==> config.mk <==
export PLATFORM = sky130hd
export DESIGN_NAME = servo_pwm_decoder
export DESIGN_NICKNAME = d
export VERILOG_FILES = /design/src/rtl/servo_pwm_decoder.sv
export SDC_FILE = /design/constraint.sdc
export NUM_CORES = 1
export LEC_CHECK = 0
export CAP_MARGIN = 20
export CORE_MARGIN = 2
export CORE_UTILIZATION = 65
export CTS_BUF_LIST = sky130_fd_sc_hd__clkbuf_4 sky130_fd_sc_hd__clkbuf_8 sky130_fd_sc_hd__clkbuf_16
export DETAILED_ROUTE_END_ITERATION = 8
export PLACE_DENSITY = 0.94
export SLEW_MARGIN = 20
export SYNTH_ARGS = -nofsm -noshare
export SYNTH_HDL_FRONTEND = slang
export SYNTH_SLANG_ARGS = --single-unit
==> constraint.sdc <==
create_clock -name clk -period 7.92 [get_ports clk]
set_input_delay 1.584 -clock clk [delete_from_list [all_inputs] [get_ports clk]]
set_output_delay 1.584 -clock clk [all_outputs]
set_load 0.02 [all_outputs]
==> src/rtl/servo_pwm_decoder.sv <==
// Servo pulse-width decoder: measures pulse high time, recovers the 8-bit position code, flags range errors and signal loss.
// Optional glitch filter on the synchronized input is enabled by defining PWM_DEC_FILTER_EN.
module servo_pwm_decoder #(
    parameter int CTR_W       = 20,
    parameter int SHIFT       = 8,
    parameter int OFFSET      = 165,
    parameter int TIMEOUT_CYC = 2097152,
    parameter int FILT_LEN    = 4
) (
    input  logic       clk,
    input  logic       rst,
    input  logic       pwm_in,
    output logic [7:0] d_out,
    output logic       d_valid,
    output logic       range_err,
    output logic       sig_lost
);

    localparam int PER_W     = $clog2(TIMEOUT_CYC + 1);
    localparam int PRIME_CYC = 3 + FILT_LEN;
    localparam int PR_W      = $clog2(PRIME_CYC + 1);
    localparam int FC_W      = (FILT_LEN > 1) ? $clog2(FILT_LEN) : 1;

    typedef enum logic [1:0] {S_WAIT, S_LOW, S_HIGH} state_t;

    state_t                 r_state;
    state_t                 w_state_nxt;
    logic                   r_sync_p0;
    logic                   r_sync_p1;
    logic                   w_pwm;
    logic [PR_W-1:0]        r_prime;
    logic                   w_primed;
    logic [PER_W-1:0]       r_per_ctr;
    logic [CTR_W-1:0]       r_hi_ctr;
    logic                   w_timeout;
    logic                   w_start;
    logic                   w_latch;
    logic [8:0]             w_dec;

    // Returns {range_err, code} for a completed high time.
    function automatic logic [8:0] decode(input logic [CTR_W-1:0] hi);
        logic [CTR_W:0]          sum;
        logic signed [CTR_W+1:0] code;
        sum  = {1'b0, hi} + (CTR_W+1)'(2 ** (SHIFT - 1));
        code = $signed({1'b0, sum >> SHIFT}) - $signed((CTR_W+2)'(OFFSET));
        if (hi == {CTR_W{1'b1}})
            decode = {1'b1, 8'hFF};
        else if (code[CTR_W+1])
            decode = {1'b1, 8'h00};
        else if (code > $signed((CTR_W+2)'(255)))
            decode = {1'b1, 8'hFF};
        else
            decode = {1'b0, code[7:0]};
    endfunction

    always_ff @(posedge clk) begin
        if (rst) begin
            r_sync_p0 <= 1'b0;
            r_sync_p1 <= 1'b0;
        end else begin
            r_sync_p0 <= pwm_in;
            r_sync_p1 <= r_sync_p0;
        end
    end

`ifdef PWM_DEC_FILTER_EN
    logic            r_filt;
    logic [FC_W-1:0] r_filt_cnt;

    always_ff @(posedge clk) begin
        if (rst) begin
            r_filt     <= 1'b0;
            r_filt_cnt <= '0;
        end else if (r_sync_p1 == r_filt) begin
            r_filt_cnt <= '0;
        end else if (r_filt_cnt == FC_W'(FILT_LEN - 1)) begin
            r_filt     <= r_sync_p1;
            r_filt_cnt <= '0;
        end else begin
            r_filt_cnt <= r_filt_cnt + 1'b1;
        end
    end

    assign w_pwm = r_filt;
`else
    assign w_pwm = r_sync_p1;
`endif

    // After reset the sync/filter pipeline still shows its reset level; hold S_WAIT
    // until it reflects the real pin so a pulse already in progress is discarded.
    always_ff @(posedge clk) begin
        if (rst)
            r_prime <= '0;
        else if (!w_primed)
            r_prime <= r_prime + 1'b1;
    end

    assign w_primed  = (r_prime == PR_W'(PRIME_CYC));
    assign w_timeout = (r_per_ctr == PER_W'(TIMEOUT_CYC - 1));
    assign w_dec     = decode(r_hi_ctr);

    always_comb begin
        w_state_nxt = r_state;
        w_start     = 1'b0;
        w_latch     = 1'b0;
        case (r_state)
            S_WAIT: if (w_primed && !w_pwm) w_state_nxt = S_LOW;
            S_LOW: begin
                if (w_pwm) begin
                    w_state_nxt = S_HIGH;
                    w_start     = 1'b1;
                end
            end
            S_HIGH: begin
                if (!w_pwm) begin
                    w_state_nxt = S_LOW;
                    w_latch     = 1'b1;
                end
            end
            default: w_state_nxt = S_WAIT;
        endcase
        // Watchdog overrides everything, including a coincident falling edge.
        if (w_timeout) begin
            w_state_nxt = S_WAIT;
            w_start     = 1'b0;
            w_latch     = 1'b0;
        end
    end

    always_ff @(posedge clk) begin
        if (rst)
            r_state <= S_WAIT;
        else
            r_state <= w_state_nxt;
    end

    always_ff @(posedge clk) begin
        if (rst) begin
            r_per_ctr <= '0;
            r_hi_ctr  <= '0;
        end else begin
            if (w_start)
                r_per_ctr <= '0;
            else if (r_per_ctr != PER_W'(TIMEOUT_CYC))
                r_per_ctr <= r_per_ctr + 1'b1;

            if (w_start)
                r_hi_ctr <= CTR_W'(1);
            else if (r_state == S_HIGH && w_pwm && r_hi_ctr != {CTR_W{1'b1}})
                r_hi_ctr <= r_hi_ctr + 1'b1;
        end
    end

    always_ff @(posedge clk) begin
        if (rst) begin
            d_out     <= 8'h00;
            d_valid   <= 1'b0;
            range_err <= 1'b0;
            sig_lost  <= 1'b0;
        end else begin
            d_valid <= w_latch;
            if (w_latch) begin
                d_out     <= w_dec[7:0];
                range_err <= w_dec[8];
                sig_lost  <= 1'b0;
            end
            if (w_timeout)
                sig_lost <= 1'b1;
        end
    end

endmodule

# Yosys cells after proc, flatten, opt, wreduce, memory -nomap -nowiden
# Index checks and enable logic that the tools add are counted.
[totals] regBits=60 latch_bits=0 ramBits=0 rom_bits=0 in_bits=3 output_inout_bits=11 elab_cells=54 mem_count=0
[classes] addsub=5 n_mul=0 n_div=0 n_lt_le_gt_ge=1 eq_ne=10 n_shift=0 n_mux=17 bitwise=0 reduce_logical=10
[ops] cell="$mux W9" n=3
[ops] cell="$add A22 B1 Y22 const B" n=1
[ops] cell="$eq A22 B21 Y1 const B" n=1
[ops] cell="$ne A22 B22 Y1 const B" n=1
[ops] cell="$add A20 B8 Y21 const B" n=1
[ops] cell="$add A20 B1 Y20 const B" n=1
[ops] cell="$eq A20 B20 Y1 const B" n=1
[ops] cell="$ne A20 B20 Y1 const B" n=1
[ops] cell="$gt A14 B9 Y1 const B" n=1
[ops] cell="$sub A13 B8 Y14 const B" n=1
[ops] cell="$mux W1" n=10
[ops] cell="$mux W2" n=3
[ops] cell="$ne A2 B2 Y1 const B" n=3
[ops] cell="$pmux W2 S3" n=1
[ops] cell="$reduce_bool A2 Y1" n=2
[ops] cell="$reduce_or A2 Y1" n=2
[ops] cell="$add A3 B1 Y3 const B" n=1
[ops] cell="$eq A3 B3 Y1 const B" n=1
[ops] cell="$logic_and A1 B1 Y1" n=3
[ops] cell="$reduce_and A3 Y1" n=1
[ops] cell="$eq A2 B1 Y1 const B" n=1
[ops] cell="$eq A2 B2 Y1 const B" n=1
[ops] cell="$logic_not A2 Y1" n=1
[ops] cell="$logic_not A1 Y1" n=1

# Longest topological paths before layout
# Gate-level depths: netlist (run 1).
[logic_depth] word_depth=6 mapped_depth=11

# Worst setup path after synthesis (run 1)
# OpenSTA, ideal clock, no wires.
[synth_timing] path_type="reg2reg" start="register r_hi_ctr[7]" end="register d_out[0]" t_arrival_ns=2.502 setup_slack_ns=5.281 stages_incl_launch_ff=11 period_less_slack_ns=2.639 path_cell_list="dfxtp_1 > ha_1 > buf_4 > xnor2_1 > ha_1 > or3_1 > a32oi_2 > nand2_1 > mux2_4 > o32ai_4 > a31oi_1"
[synth_between] elab_chain_len=6
[synth_lines] element="from (decl)" line="34" text="logic [CTR_W-1:0] r_hi_ctr;"
[synth_lines] element="from (signal assigned)" line="150" text="r_hi_ctr <= r_hi_ctr + 1'b1;"
[synth_lines] element="$add A20 B8 Y21" line="44" text="sum = {1'b0, hi} + (CTR_W+1)'(2 ** (SHIFT - 1));"
[synth_lines] element="$sub A13 B8 Y14" line="45" text="code = $signed({1'b0, sum >> SHIFT}) - $signed((CTR_W+2)'(OFFSET));"
[synth_lines] element="$gt A14 B9 Y1" line="50" text="else if (code > $signed((CTR_W+2)'(255)))"
[synth_lines] element="$mux W9" line="50"
[synth_lines] element="$mux W9" line="48" text="else if (code[CTR_W+1])"
[synth_lines] element="$mux W9 (*)" line="46" text="if (hi == {CTR_W{1'b1}})"
[synth_lines] element="to (signal assigned)" line="163" text="d_out <= w_dec[7:0];"
[synth_lines] element="to (decl)" line="13" text="output logic [7:0] d_out,"
# Mark *: on every way between the ends. The rest lies on a longest branch, timed or not.
# A chain may end at the register's enable or synchronous reset.

# Worst setup path in the final report (run 1)
[layout_timing] start="register r_hi_ctr[7]" end="register d_out[6]"
# Same word-level chain as after synthesis.

==> impl_metrics.toml, run 1 <==
[power_and_ir_drop]
powerDensity_mw_per_mm2 = 164
p_leak_nw = 1.33
clkPwrFrac_pct = 46.0
irDropWorstVdd_uv = 163
intPower_uw = 459
pwr-share-seq_pct = 51.5
swShare_pct = 23.2
switching_power_uw = 139
comb_power_share_pct = 2.5

[die]
coreArea_sq_mm = 0.00501
pin_count = 14
die_area_sq_mm = 0.00571
die-width_microns = 75.6
initial_utilization_pct = 66.5
rows = 26
fp.dieH_microns = 75.6

[clock_tree]
clockRootBuffer = "clkbuf_8"
post_cts_resized = 0
cts-htree-levels = 3
clk_latency_ns = 0.35
clock_path_buffers = 2
post-cts-setup-buffer-count = 0
clock_sinks = 60
cts_tree = "built"
hold_buffers = 0
cts_inserted_buffers = 9
path_clk_slew_ns = 0.07

[logic_synthesis]
synth_top_family_by_area = "simple AND/OR/NAND/NOR gates"
syn_area_sq_mm = 0.00333
synth_largest_area_cell = "dfxtp_1"
synth_compound_area_share_pct = 11.8
synth_seq_area_share_pct = 36.1
async_flop_share_pct = 0
synthTopCellsByArea = "dfxtp_1, xor2_1, nor2_1"
ys_ff_latch = 60
yosys.area_share.simple_pct = 28.6
synth_top_area_share_pct = 36.1
synth_ff_type = "dfxtp_1"
synthAdderAreaFrac_pct = 3.01
synthXorXnorAreaFrac_pct = 14.4
synth_cells = 387
synth_edf_count = 0
synth-warning-count = 0
syn_nets = 398
synth_mux_area_share_pct = 1.65
synth.distinct_cells = 59
synth_area_per_cell_sq_um = 8.60

[place]
placed_cells = 454
placed_cell_area_sq_mm = 0.00344
routabilityCongestion = 0.902
hpwl_microns = 4790
port_buffers = 13

[final_layout]
stdcell_count = 470
fin_nets = 406
final_area_sq_mm = 0.00364
syn2layout_area_growth_pct = 9.28
diodes = 0
drive_gt1_share_pct = 9.00
fin_util_pct = 72.6

[grt]
grt_first_pass_wirelength_microns = 11300
grt.total_usage_pct = 26.1
antenna_found_initial = 0
overflow = 0
grt_max_degree = 42
grt_pass1_vias = 2583

[detailed_routing]
firstDrtPassIters = 5
wirelength_microns = 7150
vias_per_cell = 6.11
drc = 0
dr.first_iter.drc_count = 242
route.vias.total = 2872
routedWlPerCell_microns = 15.2
ant_nets = 0

[critical_path]
worstSetupPathType = "reg -> reg"
critPathTopFamily = "compound AO/OA/AOI/OAI gates"
required_ns = 8.13
cpMaxStageDelayCell = "dfxtp_1"
crit_buf_inv = 0
crit_chain = "ha_1, xnor2_1, ha_1, or3_1, a32oi_2, nand2_1, mux2_4, o32ai_4, a31oi_1"
max_stage_delay_ns = 0.60
start_kind = "register"
crit_top_cell = "ha_1"
end_kind = "register"
cp_data_arrival_time_ns = 3.52
cp_max_fo = 14

[sta]
worst-slew-pin-transition_ns = 0.856
report.final.slew_viol_count = 0
final-hold-violation-count = 0
finalSetupViolations = 0
rsz0062_at_grt = "false"
slew_headroom_pct = 42.7
fin_hold_ws_ns = 0.453
clock_skew_ns = 0.00894
finalCritPeriodShare_pct = 41.9
tns_ns = 0
fin_crit_ns = 3.32
fmax_mhz = 302

[hold_path]
holdCritPathClass = "reg -> reg"

[flow_run]
drv_cap = 0

[run_status]
status = "finished, final reports clean"
==> through the flow <==
stage                     setup WS, ns  power [mW]
final                             4.60       0.598
after global routing              4.40       0.617
after CTS                         4.64       0.601
after detailed placement          4.70       0.329
after global placement            4.87       0.328
after floorplan                   5.28       0.325
==> placed cells by master, fill, tap and decap left out, types with 2 or more instances in the layout <==
master,netlist,final
clkinv_2,0,2
clkinvlp_4,0,2
nor4_4,2,2
clkdlybuf4s50_1,0,13
nand2_1,35,35
or3_1,3,3
and2_1,3,3
nand3_1,17,17
o21ai_0,11,11
inv_1,10,10
nand3b_1,2,2
clkbuf_8,0,9
dfxtp_1,60,60
ha_1,8,8
a21oi_1,7,7
xor2_1,33,33
nand4_1,12,12
o21bai_1,2,2
and3_1,7,7
mux2i_1,4,4
nor4_1,8,8
a31oi_1,11,11
a31o_2,2,2
xnor2_1,20,20
nor2_1,61,61
nor3_1,9,9
nor3b_1,2,2
nor2b_1,7,7
a22o_1,2,2
and4_1,3,3
==> worst paths after layout <==
kind	start	end	slack, ns	cells after the start
worst max-delay path	r_hi_ctr[7]$_SDFFE_PP0P_	d_out[6]$_SDFFE_PP0P_	4.60	9
worst min-delay path	r_sync_p0$_SDFF_PP0_	r_sync_p1$_SDFF_PP0_	0.45	1
worst max register to register	r_hi_ctr[7]$_SDFFE_PP0P_	d_out[6]$_SDFFE_PP0P_	4.60	9
worst min register to register	r_sync_p0$_SDFF_PP0_	r_sync_p1$_SDFF_PP0_	0.45	1
==> Yosys cell counts, types with 2 or more instances <==
cell and instances:
o21bai_1 2, a31oi_1 11, buf_6 3, xnor2_1 20, nor2_1 61, a22o_1 2
nor4_4 2, nor3_1 9, nor4_1 8, clkbuf_1 6, nand4_1 12, or3_1 3
a21oi_1 7, a31o_2 2, xor2_1 33, dfxtp_1 60, o21ai_0 11, nand2_1 35
mux2i_1 4, and2_1 3, inv_1 10, and4_1 3, buf_2 2, ha_1 8
buf_4 6, nand3_1 17, nand3b_1 2, and3_1 7, nor3b_1 2, nor2b_1 7
==> flip-flops by register name (all words and copies together) (netlist names), 2 cells and up <==
name / count
d_out: 8
r_prime: 3
r_state: 2
r_per_ctr: 22
r_hi_ctr: 20
==> cells by family after synthesis <==
group	after synthesis
XOR/XNOR	54
adder cells (fa/ha/maj)	8
multiplexers	5
AO/OA/AOI/OAI	52
buffers and inverters	27
flip-flops	60
AND/OR/NAND/NOR	181
==> layout make-up <==
class,count,area [sq um]
fill,378,1370
clock inverter,6,63.8
inverter,10,37.5
timing repair buffer,14,138
sequential,60,1200
tap,70,87.6
clock buffer,10,131
multi-input combinational,300,1980
==> per-layer routing <==
layer  vias to the layer above  part of all wire [%]  GRT usage [%]
met4                         0                   3.4           12.3
met1                      1359                    40           28.6
li1                       1372                     -              -
met2                       103                    52           46.2
met5                         -                     0              0
met3                        38                   4.6           7.80
==> power groups by stage <==
stage | clock network, mW | logic [mW] | registers, mW
finish | 0.275 | 0.0149 | 0.308
global route | 0.291 | 0.0168 | 0.308
CTS | 0.278 | 0.0150 | 0.308
detailed placement | 0 | 0.0146 | 0.315
global placement | 0 | 0.0138 | 0.314
floorplan | 0 | 0.0108 | 0.314
Power figures use the tool's default switching activity.
==> run 2: changes to the inputs <==
CORE_UTILIZATION = 61   (was 65)
PLACE_DENSITY = 0.89   (was 0.94)
clock period = 3.3 ns   (was 7.92 ns; I/O delays follow)
==> run 2 against run 1 <==
Compared with the run above:
- cell count is 0.21% higher
- global-route usage is 0.68 points lower
- largest cell class unchanged
- clock-buffer cell count increased by 2
- clock skew about the same
- worst hold slack better by 0.0050 ns
- sequential share of layout area down 0.19 points
- non-clock buffer count rose by 3
- wire length rose by 0.22%
- die area is 6.2% higher
- via count down 3.1%
- setup slack got worse by 4.3 ns
==> impl_metrics.toml, run 2 (synthesis gave the netlist of run 1 again) <==
[detailed_routing]
ant_nets = 0
route.vias.total = 2784
drc = 0
vias_per_cell = 5.91
routedWlPerCell_microns = 15.2
firstDrtPassIters = 4
wirelength_microns = 7170
dr.first_iter.drc_count = 203

[clock_tree]
clockRootBuffer = "clkbuf_8"
hold_buffers = 0
post-cts-setup-buffer-count = 0
cts-htree-levels = 3
clock_path_buffers = 2
clock_sinks = 60
cts_tree = "built"
clk_latency_ns = 0.35
path_clk_slew_ns = 0.07
cts_inserted_buffers = 9
post_cts_resized = 0

[hold_path]
min_to = "r_sync_p1$_SDFF_PP0_"
holdCritPathClass = "reg -> reg"
hold_depth = 1
hold_start = "r_sync_p0$_SDFF_PP0_"

[die]
die_area_sq_mm = 0.00607
fp.dieH_microns = 77.9
pin_count = 14
die-width_microns = 77.9
coreArea_sq_mm = 0.00517
rows = 26
initial_utilization_pct = 64.4

[sta]
final-hold-violation-count = 0
slew_headroom_pct = 42.6
fin_crit_ns = 3.04
report.final.slew_viol_count = 0
tns_ns = 0
clock_skew_ns = 0.00926
rsz0062_at_grt = "false"
fmax_mhz = 329
finalCritPeriodShare_pct = 92.2
worst-slew-pin-transition_ns = 0.853
finalSetupViolations = 0

[critical_path]
cp_max_fo = 14
worst_r2r_endpoint = "d_out[1]$_SDFFE_PP0P_"
end_kind = "register"
rr_startpoint = "r_hi_ctr[7]$_SDFFE_PP0P_"
cp_data_arrival_time_ns = 3.26
reg2reg_setup_slack_ns = 0.26
reg2reg_depth = 9
start_kind = "register"
worstSetupPathType = "reg -> reg"
required_ns = 3.52

[final_layout]
largest_registers = "r_per_ctr (22), r_hi_ctr (20), d_out (8)"
fin_nets = 409
layout_commonest_cell = "nor2_1"
syn2layout_area_growth_pct = 9.92
largest-register = "r_per_ctr"
diodes = 0
largest_register_ffs = 22
final_area_sq_mm = 0.00366
drive_gt1_share_pct = 9.23
final_cell_mix = "nor2_1, dfxtp_1, nand2_1, xor2_1, xnor2_1"

[grt]
overflow = 0
grt_pass1_vias = 2733
grt.total_usage_pct = 25.4
antenna_found_initial = 0
grt_max_degree = 42
grt_first_pass_wirelength_microns = 12100

[place]
routabilityCongestion = 0.945
hpwl_microns = 4880
placed_cell_area_sq_mm = 0.00347
port_buffers = 13

[power_and_ir_drop]
irDropWorstVdd_uv = 282
powerDensity_mw_per_mm2 = 393
p_leak_nw = 1.35

[run_status]
status = "finished, final reports clean"

[flow_run]
drv_cap = 0
[run 2: cell count changes in the layout (fill, tap and decap cells not counted), sizes merged]
cell,before,now
clkbuf,10,12
clkinv,2,1
buf,1,4
inv,11,10
clkinvlp,2,0
[run 2: area by class of cell]
class / instances / area [sq um]
Tap cell: 70 / 87.6
Fill cell: 369 / 1510
Clock buffer: 12 / 159
Inverter: 10 / 37.5
Sequential cell: 60 / 1200
Multi-Input combinational cell: 300 / 1980
Clock inverter: 2 / 35.0
Timing Repair Buffer: 17 / 160
[run 2: report_power, final]
group | internal [mW] | switching (mW) | total [mW]
Sequential | 0.732 | 0.00653 | 0.739
Clock | 0.388 | 0.276 | 0.664
Combinational | 0.0136 | 0.0213 | 0.0349
Total | 1.13 | 0.304 | 1.44
[run 2: worst max-delay path by stage]
| stage | startpoint | to | slack [ns] |
|---|---|---|---|
| 4_1_cts | r_hi_ctr[7]$_SDFFE_PP0P_ | d_out[1]$_SDFFE_PP0P_ | 0.30 |
| 2_1_floorplan | r_hi_ctr[7]$_SDFFE_PP0P_ | d_out[0]$_SDFFE_PP0P_ | 0.66 |
| 6_report | r_hi_ctr[7]$_SDFFE_PP0P_ | d_out[1]$_SDFFE_PP0P_ | 0.26 |
| 3_5_place_dp | r_hi_ctr[7]$_SDFFE_PP0P_ | d_out[7]$_SDFFE_PP0P_ | 0.37 |
| 3_3_place_gp | r_hi_ctr[7]$_SDFFE_PP0P_ | d_out[1]$_SDFFE_PP0P_ | 0.48 |
| 5_1_grt | r_hi_ctr[7]$_SDFFE_PP0P_ | d_out[3]$_SDFFE_PP0P_ | 0.08 |
[run 2: per-stage QoR]
| step | setup WS, ns | util (%) | cells | hold slack, ns | total power [mW] |
|---|---|---|---|---|---|
| final | 0.258 | 70.8 | 471 | 0.458 | 1.44 |
| after detailed placement | 0.371 | 67.0 | 457 | 0.457 | 0.790 |
| after global routing | 0.0849 | 70.8 | 471 | 0.480 | 1.48 |
| after global placement | 0.476 | 67.0 | 457 | 0.419 | 0.787 |
| after floorplan | 0.661 | - | 387 | 0.414 | 0.779 |
| after CTS | 0.299 | 70.8 | 471 | 0.464 | 1.44 |
[run 2: critical path: stages (launching register included)]
cell and delay [ns]:
dfxtp_1 0.57, ha_1 0.27, xnor2_1 0.12, ha_1 0.27, or3_1 0.44, a32oi_2 0.32, nand2_1 0.16, mux2_4 0.36
o32ai_4 0.24, a31oi_1 0.14
[run 2: per-layer routing]
layer / share of wire (%) / wire, microns / global-route usage, % / up-vias
li1: - / - / - / 1370
met1: 41 / 2970 / 28.9 / 1310
met2: 49 / 3550 / 42.8 / 80
met3: 5.7 / 406 / 7.44 / 24
met4: 3.4 / 241 / 13.8 / 0
met5: 0 / 0 / 0 / -
